[config.mk]
export PLATFORM = sky130hd
export DESIGN_NAME = muldiv_unit_flat
export DESIGN_NICKNAME = d
export VERILOG_FILES = /design/src/rtl/muldiv_unit_if.sv /design/src/rtl/muldiv_unit.sv /design/src/flat_wrapper.sv
export SDC_FILE = /design/constraint.sdc
export NUM_CORES = 1
export LEC_CHECK = 0
export ABC_AREA = 0
export CAP_MARGIN = 20
export CORE_MARGIN = 2
export CORE_UTILIZATION = 45
export CTS_CLUSTER_SIZE = 30
export DETAILED_ROUTE_END_ITERATION = 12
export PLACE_DENSITY_LB_ADDON = 0.25
export SKIP_LAST_GASP = 1
export SLEW_MARGIN = 5
export SYNTH_ARGS = -nofsm -noshare
export SYNTH_HDL_FRONTEND = slang
export SYNTH_SLANG_ARGS = --single-unit
export TNS_END_PERCENT = 10
[constraint.sdc]
create_clock -name clk -period 6.7 [get_ports clk]
set_input_delay 0.67 -clock clk [delete_from_list [all_inputs] [get_ports clk]]
set_output_delay 0.67 -clock clk [all_outputs]
set_load 0.02 [all_outputs]
[src/rtl/muldiv_unit_if.sv]
// Handshake and data bundle between the core FSM (master) and the
// iterative multiply/divide unit (slave).
interface muldiv_unit_if #(
    parameter int XLEN = 32
);
    logic            start;
    logic [2:0]      func3;
    logic [XLEN-1:0] op1;
    logic [XLEN-1:0] op2;
    logic            busy;
    logic            done;
    logic [XLEN-1:0] result;

    modport master (
        output start, func3, op1, op2,
        input  busy, done, result
    );

    modport slave (
        input  start, func3, op1, op2,
        output busy, done, result
    );
endinterface

[src/rtl/muldiv_unit.sv]
// Iterative RISC-V M-extension execute unit: shift-add multiply and
// restoring divide on operand magnitudes, one bit per cycle, fixed latency.
module muldiv_unit #(
    parameter int XLEN = 32
) (
    input  logic         clk,
    input  logic         reset,
    muldiv_unit_if.slave bus
);
    localparam int CNT_W = $clog2(XLEN) + 1;

    typedef enum logic [1:0] {
        ST_IDLE = 2'd0,
        ST_CALC = 2'd1,
        ST_DONE = 2'd2
    } state_t;

    state_t              state_r;
    state_t              state_nxt_s;
    logic                busy_r;
    logic                done_r;
    logic [XLEN-1:0]     result_r;
    logic [CNT_W-1:0]    cnt_r;
    logic [2:0]          func3_r;
    logic                neg1_r;
    logic                neg2_r;
    logic                div_zero_r;
    logic [XLEN-1:0]     opa_r;
    logic [XLEN-1:0]     opb_r;
    logic [2*XLEN-1:0]   wide_r;
    logic [2*XLEN-1:0]   prod_r;
    logic [XLEN-1:0]     rem_r;

    logic                op1_signed_s;
    logic                op2_signed_s;
    logic                neg1_s;
    logic                neg2_s;
    logic [XLEN-1:0]     mag1_s;
    logic [XLEN-1:0]     mag2_s;
    logic [2*XLEN-1:0]   prod_add_s;
    logic [XLEN:0]       rem_shift_s;
    logic [XLEN:0]       rem_trial_s;
    logic [XLEN-1:0]     rem_nxt_s;
    logic [XLEN-1:0]     quo_nxt_s;
    logic [2*XLEN-1:0]   prod_fix_s;
    logic [XLEN-1:0]     quo_fix_s;
    logic [XLEN-1:0]     rem_fix_s;
    logic [XLEN-1:0]     final_s;

    assign bus.busy   = busy_r;
    assign bus.done   = done_r;
    assign bus.result = result_r;

    // State register with registered busy/done flags derived from the next state
    always_ff @(posedge clk) begin
        if (reset) begin
            state_r <= ST_IDLE;
            busy_r  <= 1'b0;
            done_r  <= 1'b0;
        end else begin
            state_r <= state_nxt_s;
            busy_r  <= (state_nxt_s == ST_CALC);
            done_r  <= (state_nxt_s == ST_DONE);
        end
    end

    // Next-state logic; start is only looked at in IDLE
    always_comb begin
        state_nxt_s = state_r;
        case (state_r)
            ST_IDLE: begin
                if (bus.start) begin
                    state_nxt_s = ST_CALC;
                end else begin
                    state_nxt_s = ST_IDLE;
                end
            end
            ST_CALC: begin
                if (cnt_r == CNT_W'(1)) begin
                    state_nxt_s = ST_DONE;
                end else begin
                    state_nxt_s = ST_CALC;
                end
            end
            ST_DONE: state_nxt_s = ST_IDLE;
            default: state_nxt_s = ST_IDLE;
        endcase
    end

    // Operand sign decode and magnitude extraction at accept time
    always_comb begin
        op1_signed_s = 1'b0;
        op2_signed_s = 1'b0;
        case (bus.func3)
            3'b000, 3'b001, 3'b100, 3'b110: begin
                op1_signed_s = 1'b1;
                op2_signed_s = 1'b1;
            end
            3'b010: begin
                op1_signed_s = 1'b1;
                op2_signed_s = 1'b0;
            end
            3'b011, 3'b101, 3'b111: begin
                op1_signed_s = 1'b0;
                op2_signed_s = 1'b0;
            end
            default: begin
                op1_signed_s = 1'b0;
                op2_signed_s = 1'b0;
            end
        endcase
        neg1_s = op1_signed_s & bus.op1[XLEN-1];
        neg2_s = op2_signed_s & bus.op2[XLEN-1];
        mag1_s = neg1_s ? (XLEN'(0) - bus.op1) : bus.op1;
        mag2_s = neg2_s ? (XLEN'(0) - bus.op2) : bus.op2;
    end

    // One iteration of each datapath plus sign correction of the final value
    always_comb begin
        prod_add_s  = opb_r[0] ? (prod_r + wide_r) : prod_r;
        rem_shift_s = {rem_r, opa_r[XLEN-1]};
        rem_trial_s = rem_shift_s - {1'b0, opb_r};
        // Trial borrow in the top bit means the divisor did not fit: restore
        rem_nxt_s   = rem_trial_s[XLEN] ? rem_shift_s[XLEN-1:0] : rem_trial_s[XLEN-1:0];
        quo_nxt_s   = {opa_r[XLEN-2:0], ~rem_trial_s[XLEN]};
        prod_fix_s  = (neg1_r ^ neg2_r) ? ((2*XLEN)'(0) - prod_add_s) : prod_add_s;
        // A zero divisor must yield all ones regardless of the dividend sign
        quo_fix_s   = ((neg1_r ^ neg2_r) && !div_zero_r) ? (XLEN'(0) - quo_nxt_s) : quo_nxt_s;
        rem_fix_s   = neg1_r ? (XLEN'(0) - rem_nxt_s) : rem_nxt_s;
        final_s     = XLEN'(0);
        case (func3_r)
            3'b000:                 final_s = prod_fix_s[XLEN-1:0];
            3'b001, 3'b010, 3'b011: final_s = prod_fix_s[2*XLEN-1:XLEN];
            3'b100, 3'b101:         final_s = quo_fix_s;
            3'b110, 3'b111:         final_s = rem_fix_s;
            default:                final_s = XLEN'(0);
        endcase
    end

    // Datapath registers: latch on accept, iterate in CALC, write result on last step
    always_ff @(posedge clk) begin
        if (reset) begin
            cnt_r      <= CNT_W'(0);
            func3_r    <= 3'b000;
            neg1_r     <= 1'b0;
            neg2_r     <= 1'b0;
            div_zero_r <= 1'b0;
            opa_r      <= XLEN'(0);
            opb_r      <= XLEN'(0);
            wide_r     <= (2*XLEN)'(0);
            prod_r     <= (2*XLEN)'(0);
            rem_r      <= XLEN'(0);
            result_r   <= XLEN'(0);
        end else begin
            case (state_r)
                ST_IDLE: begin
                    if (bus.start) begin
                        cnt_r      <= CNT_W'(XLEN);
                        func3_r    <= bus.func3;
                        neg1_r     <= neg1_s;
                        neg2_r     <= neg2_s;
                        div_zero_r <= (bus.op2 == XLEN'(0));
                        opa_r      <= mag1_s;
                        opb_r      <= mag2_s;
                        wide_r     <= {XLEN'(0), mag1_s};
                        prod_r     <= (2*XLEN)'(0);
                        rem_r      <= XLEN'(0);
                    end
                end
                ST_CALC: begin
                    cnt_r <= cnt_r - CNT_W'(1);
                    if (func3_r[2]) begin
                        opa_r <= quo_nxt_s;
                        rem_r <= rem_nxt_s;
                    end else begin
                        prod_r <= prod_add_s;
                        wide_r <= {wide_r[2*XLEN-2:0], 1'b0};
                        opb_r  <= {1'b0, opb_r[XLEN-1:1]};
                    end
                    if (cnt_r == CNT_W'(1)) begin
                        result_r <= final_s;
                    end
                end
                ST_DONE: begin
                    cnt_r <= CNT_W'(0);
                end
                default: begin
                    cnt_r <= CNT_W'(0);
                end
            endcase
        end
    end
endmodule
[src/flat_wrapper.sv]
// flat-port wrapper written by rule: the top's interface ports become plain ports
module muldiv_unit_flat 
#(
    parameter int XLEN = 32
)
  (clk, reset, bus_start, bus_func3, bus_op1, bus_op2, bus_busy, bus_done, bus_result);
  muldiv_unit_if #(.XLEN(XLEN)) bus_i ();
  input  logic clk;
  input  logic reset;
  input wire logic [$bits(bus_i.start)-1:0] bus_start;
  input wire logic [$bits(bus_i.func3)-1:0] bus_func3;
  input wire logic [$bits(bus_i.op1)-1:0] bus_op1;
  input wire logic [$bits(bus_i.op2)-1:0] bus_op2;
  output wire logic [$bits(bus_i.busy)-1:0] bus_busy;
  output wire logic [$bits(bus_i.done)-1:0] bus_done;
  output wire logic [$bits(bus_i.result)-1:0] bus_result;
  assign bus_i.start = bus_start;
  assign bus_i.func3 = bus_func3;
  assign bus_i.op1 = bus_op1;
  assign bus_i.op2 = bus_op2;
  assign bus_busy = bus_i.busy;
  assign bus_done = bus_i.done;
  assign bus_result = bus_i.result;
  muldiv_unit #(.XLEN(XLEN)) u_core (.clk(clk), .reset(reset), .bus(bus_i));
endmodule
==> run_results.csv <==
group,metric,value,unit
status,outcome,"finished, final reports clean",
timing,postLayoutSetupSlackWorst,1.04,ns
route,wl_per_cell,22.7,um
global_route,grt_overflow,0,
worst_setup_path,path_class,"reg2reg",
cts,clock-sinks,272,
yosys,yosysMostFrequentCell,"nor2_1",
cts,holdBufCountCts,0,
layout,diodes,0,
die,dieArea,53600,sq um
timing,finalSetupTns,0,ns
layout,fin_nets,3406,
timing,fmax,177,MHz
yosys,synth_top_area_share,23.4,%
global_route,grt_max_degree,158,
cts,cts_buffer_depth,3,
cts,htreeDepth,2,
route,vias,25600,
route,drtIter0Drc,3057,
worst_setup_path,cp.required,7.13,ns
die,dieHeight,232,um
cts,tritoncts,"built",
worst_setup_path,setup.worst_path.end_class,"register",
yosys,seq_area_frac_synth,23.4,%
cts,cts_buffers,36,
layout,seq_area,5450,sq um
yosys,synth_adder_area_share,5.65,%
cts,cts_setup_buffers,0,
die,start_util,45.5,%
worst_setup_path,cp_slowest_cell,"a2111oi_0",
route,drc,0,
layout,syn2layout_area_growth,11.5,%
worst_setup_path,reg2reg_to,"u_core.bus.result[31]",
die,placementRows,83,
global_route,antenna_found_initial,0,
route,wirelength,89.2,mm
yosys,synthSimpleGateAreaFrac,25.5,%
layout,final_util,50.7,%
worst_hold_path,worstHoldEndpoint,"u_core.bus.result[13]",
placed_design,dp_cells,3874,
cts,clkTransAtPathRegs,0.06,ns
placed_design,dp_hpwl,67.7,mm
timing,rsz0062_at_grt,"no",
flow_run,maxCapViolations,0,
power,power.density,210,nW/um^2
yosys,synth_top_family_by_area,"compound AO/OA/AOI/OAI gates",
die,die_x,232,um
worst_hold_path,min_path_type,"reg2reg",
placed_design,place_congestion,0.996,
placed_design,portBuffers,103,
yosys,synth-main-ff-cell,"dfxtp_1",
layout,drive_above_1_share,5.86,%
cts,cts_resized,0,
timing,finalCritPeriodShare,84.4,%
die,io_pins,104,
yosys,synth.distinct_cells,104,
yosys,synth_fp_nets,3446,
timing,finalSetupViolCount,0,
timing,finalCriticalPeriod,5.66,ns
global_route,grt_pass1_wl,137,mm
timing,drv_slew,0,
worst_hold_path,min_from,"u_core.bus.result[13]",
worst_setup_path,crit_path_start_kind,"register",
cts,clock_latency,0.57,ns
yosys,synthCells,3272,
timing,clock-skew-final,0.0278,ns
yosys,synthXorXnorAreaFrac,7.75,%
worst_setup_path,arrival,6.09,ns
route,vias_per_cell,6.50,
layout,multiInputGateArea,16800,sq um
power,peakVddDrop,0.000182,V
worst_setup_path,cp_max_fo,7,
worst_hold_path,holdPathStages,2,
yosys,synthArstFlopShare,0,%
power,power_leakage,0.00980,uW
timing,hold_ws,0.497,ns
route,firstDrtPassIters,6,
yosys,synth_top_area_cell,"dfxtp_1",
timing,tightest_slew,1.15,ns
global_route,grt_pass1_vias,23500,
cts,cts_root_buf,"clkbuf_16",
yosys,synth_area_leaders,"dfxtp_1, nor2_1, a21oi_1",
route,ant_nets,0,
timing,hold_viol,0,
yosys,ys_top_cells_by_count,"nor2_1, a21oi_1, nand2_1, dfxtp_1, clkbuf_1",
yosys,syn_area,23300,sq um
layout,fill_cells,5019,
global_route,grt_usage,32.3,%
yosys,avgSynthCellArea,7.12,sq um
layout,stdcell_count,3937,
worst_setup_path,cp_slowest_stage_delay,1.00,ns
yosys,synth.area.mux_share,1.96,%
worst_setup_path,crit_chain,"ha_1 > inv_1 > fa_1 > nand2b_1 > a21boi_2 > o211ai_2 > a2111oi_0 > a2111oi_1 > buf_4 > or3b_1 > a31o_2 > a211o_1 > or2_1 > or4b_1 > o311a_1 > o21ai_1 > a31oi_1",
yosys,synth-seq-cells,272,
placed_design,pre_cts_ws,1.20,ns
yosys,synth_compound_area_share,30.7,%
worst_setup_path,r2r-start,"u_core.wide_r[0]",
timing,slew-limit-headroom,23.6,%
worst_setup_path,ff2ff_path_depth,17,
die,core_area,51200,sq um
yosys,synth_edf_count,0,
worst_setup_path,r2r_setup_slack,1.04,ns
yosys,yosys_warnings,0,
## sequential cells by signal, summed over array words and instances, names as in the netlist, 2 cells and up
signal,cells
u_core.prod_r,64
u_core.wide_r,64
u_core.bus.result,32
u_core.opa_r,32
u_core.opb_r,32
u_core.rem_r,32
u_core.cnt_r,6
u_core.func3_r,3
u_core.state_r,2
## metrics by stage
| stage | cell area, sq um | total power (uW) |
|---|---|---|
| after floorplan | 23300 | 2840 |
| after global placement | 24700 | 3290 |
| after detailed placement | 24700 | 3320 |
| after CTS | 26000 | 5440 |
| after global routing | 26000 | 5670 |
| final | 26000 | 5460 |
## power breakdown
group | internal [uW] | switching [uW]
Clock | 1300 | 834
Sequential | 1700 | 107
Combinational | 504 | 1020
## layout make-up
type / instances / area share (%)
Multi-Input combinational cell: 2699 / 64.5
Tap cell: 680 / 3.28
Inverter: 83 / 1.20
Sequential cell: 272 / 21.0
Clock buffer: 47 / 4.02
Clock inverter: 16 / 0.906
Timing Repair Buffer: 140 / 5.10
## kinds of logic after synthesis
| group | Yosys count |
|---|---|
| AOI/OAI and AO/OA | 1075 |
| xor gates and xnor gates | 206 |
| adders and majority gates | 104 |
| buffers and inverters | 301 |
| DFF | 272 |
| muxes | 44 |
| and+or+nand+nor | 1270 |
## routing by layer
metal / track usage [%] / vias to the layer above / wire length, um
met1: 43.7 / 12200 / 38200
met2: 51.1 / 1259 / 39300
met4: 14.4 / 0 / 4100
li1: - / 11900 / -
met3: 4.17 / 217 / 7620
met5: 0 / - / 0
## worst max-delay path by stage
stage	start	depth (start not counted)	slack (ns)	end
after floorplan	u_core.opb_r[2]	25	1.20	u_core.bus.result[30]
after global placement	u_core.opb_r[2]	21	1.28	u_core.bus.result[30]
after detailed placement	u_core.opb_r[2]	21	1.20	u_core.bus.result[30]
after CTS	u_core.opb_r[2]	21	1.16	u_core.bus.result[30]
after global routing	u_core.opb_r[2]	23	0.55	u_core.bus.result[30]
final	u_core.wide_r[0]	17	1.04	u_core.bus.result[31]
## critical path, delay by kind of cell (launching register included)
family	cells	cell delay [ns]
AO/OA/AOI/OAI	9	2.92
AND/OR/NAND/NOR	4	1.35
adder cells (fa/ha/maj)	2	0.63
flip-flops	1	0.36
buffers and inverters	2	0.28
## cells in the final DEF (no fill, tap or decap), types with 12 or more instances in the layout
cell type	count
nand3_1	59
and2_1	15
o31ai_1	37
a21oi_1	324
buf_4	36
xor2_1	93
a311oi_1	13
a21o_1	37
o21ai_1	15
or4_1	12
o41ai_1	19
nor2b_1	23
a211oi_1	78
or3_1	36
clkdlybuf4s50_1	102
inv_1	82
nor3_1	104
nand4_1	44
nor4_1	27
o211ai_1	25
o21a_1	27
clkbuf_16	38
ha_1	102
or2_2	13
xnor2_1	111
nand2_1	288
o221ai_1	30
a22oi_1	103
o21ai_0	162
mux2_2	12
nand2b_1	28
a221oi_1	29
nor2_1	516
mux2i_1	31
dfxtp_1	271
and3_1	26
a31oi_1	37
a211o_1	15
Note: power is estimated with default switching activity, not from simulation.
==> variant: new RTL, config.mk and constraints unchanged <==
The 3 states of `state_t` get a one-hot encoding in 3 bits.
--- a/src/rtl/muldiv_unit.sv
+++ b/src/rtl/muldiv_unit.sv
@@ -11,6 +11,6 @@
 
-    typedef enum logic [1:0] {
-        ST_IDLE = 2'd0,
-        ST_CALC = 2'd1,
-        ST_DONE = 2'd2
+    typedef enum logic [2:0] {
+        ST_IDLE = 3'b001,
+        ST_CALC = 3'b010,
+        ST_DONE = 3'b100
     } state_t;
Function: same outputs for any inputs over 4 cycles, from zero or initial values and one cycle with reset high; so few cycles prove little.
==> variant against the original RTL <==
Design area increased by 0.98%; critical path type unchanged; power decreased by 4.1%; wire length increased by 5.1%; setup slack got worse by 0.30 ns; sequential share of layout area decreased by 0.13 points; synthesized cell count increased by 1.5%; via count increased by 1.8%; non-clock buffer count decreased by 1; area after synthesis increased by 1.1%; largest power group unchanged; sequential cell count increased by 1; core utilization increased by 0.19 points.
==> variant: results (changes against the original RTL) <==
metric,value,unit,change
status,"complete, no violations",,
crit_path_max_fanout,11,,+4
grt_use_total,0.3377,,+0.01519
met3_usage,0.03701,,-0.004698
grtUsageMet1,0.4692,,+0.03252
synth_area_leaders,"dfxtp_1, nor2_1, a21oi_1, ha_1, o21ai_0",,
tightest_slew,1.057,ns,-0.08959 ns
yosysUniqueCellTypes,89,,-14%
pre_cts_ws,0.9066,ns,-0.2941 ns
buffers,139,,-0.71%
drive_gt1_frac,0.05312,,-0.005519
nonClkBufAreaFrac,0.05042,,-0.0005892
fillers,5200,,+3.6%
gp_congestion,1.006,,+1.0%
fin_skew,0.02715,ns,-0.0006288 ns
power_frac_seq,0.343,,+0.012
placed_cell_area,24960,um2,+1.1%
combinationalPowerShare,0.261,,-0.018
vias,26062,,+1.8%
grt_use_met2,0.5299,,+0.01928
syn_inst,3320,,+1.5%
vdd_drop_max,0.0002057,V,+13%
total_power,0.005235,W,-4.1%
wl_met1,41.19,mm,+7.9%
inverters,98,,+18%
final_cells,3993,,+1.4%
cts-buffers-inserted,38,,+5.6%
max_stage_delay,0.49,ns,-0.51 ns
clk_share,0.04779,,-0.001479
clkbuf_count,49,,+4.3%
multi_input_area,16970,um2,+1.2%
grt_pass1_wl,142.9,mm,+4.4%
cellLeakagePower,9.903,nW,+1.1%
netlist_top_cells_count,"nor2_1, a21oi_1, dfxtp_1",,
drtPass1Iterations,8,,+2
r2r_start,u_core.rem_r[8]$_SDFFE_PP0P_,,
clock_latency,0.59,ns,+0.02 ns
ff_latch_area,5469,um2,+0.37%
place_inst,3927,,+1.4%
synth_fp_nets,3494,,+1.4%
initialDrtViolationCount,2747,,-10%
ys_ff_latch,273,,+0.37%
seq_area_frac_synth,0.2320,,-0.001720
## variant: cell count changes after synthesis, moves of 15 or more
cell | before | now
o21ai_0 | 162 | 216
nor2_1 | 521 | 558
nand2_1 | 288 | 256
a22oi_1 | 103 | 81
nor3_1 | 104 | 83
a221oi_1 | 29 | 48
a31oi_1 | 37 | 55
mux2i_1 | 31 | 46
## variant: cells by family after synthesis
group / count (synthesis) / synth area share
DFF: 273 / 0.2320
buffers and inverters: 309 / 0.05020
and+or+nand+nor: 1240 / 0.2439
muxes: 65 / 0.02863
xor gates and xnor gates: 197 / 0.07325
AOI/OAI and AO/OA: 1132 / 0.3161
adders and majority gates: 104 / 0.05588
## variant: final timing paths
check                                        to  slack, ns  depth (start not counted)
max          u_core.bus.result[28]$_SDFFE_PP0P_       0.75                         21
min                  u_core.neg1_r$_SDFFE_PP0P_       0.46                          2
min reg2reg          u_core.neg1_r$_SDFFE_PP0P_       0.46                          2
max reg2reg  u_core.bus.result[28]$_SDFFE_PP0P_       0.75                         21
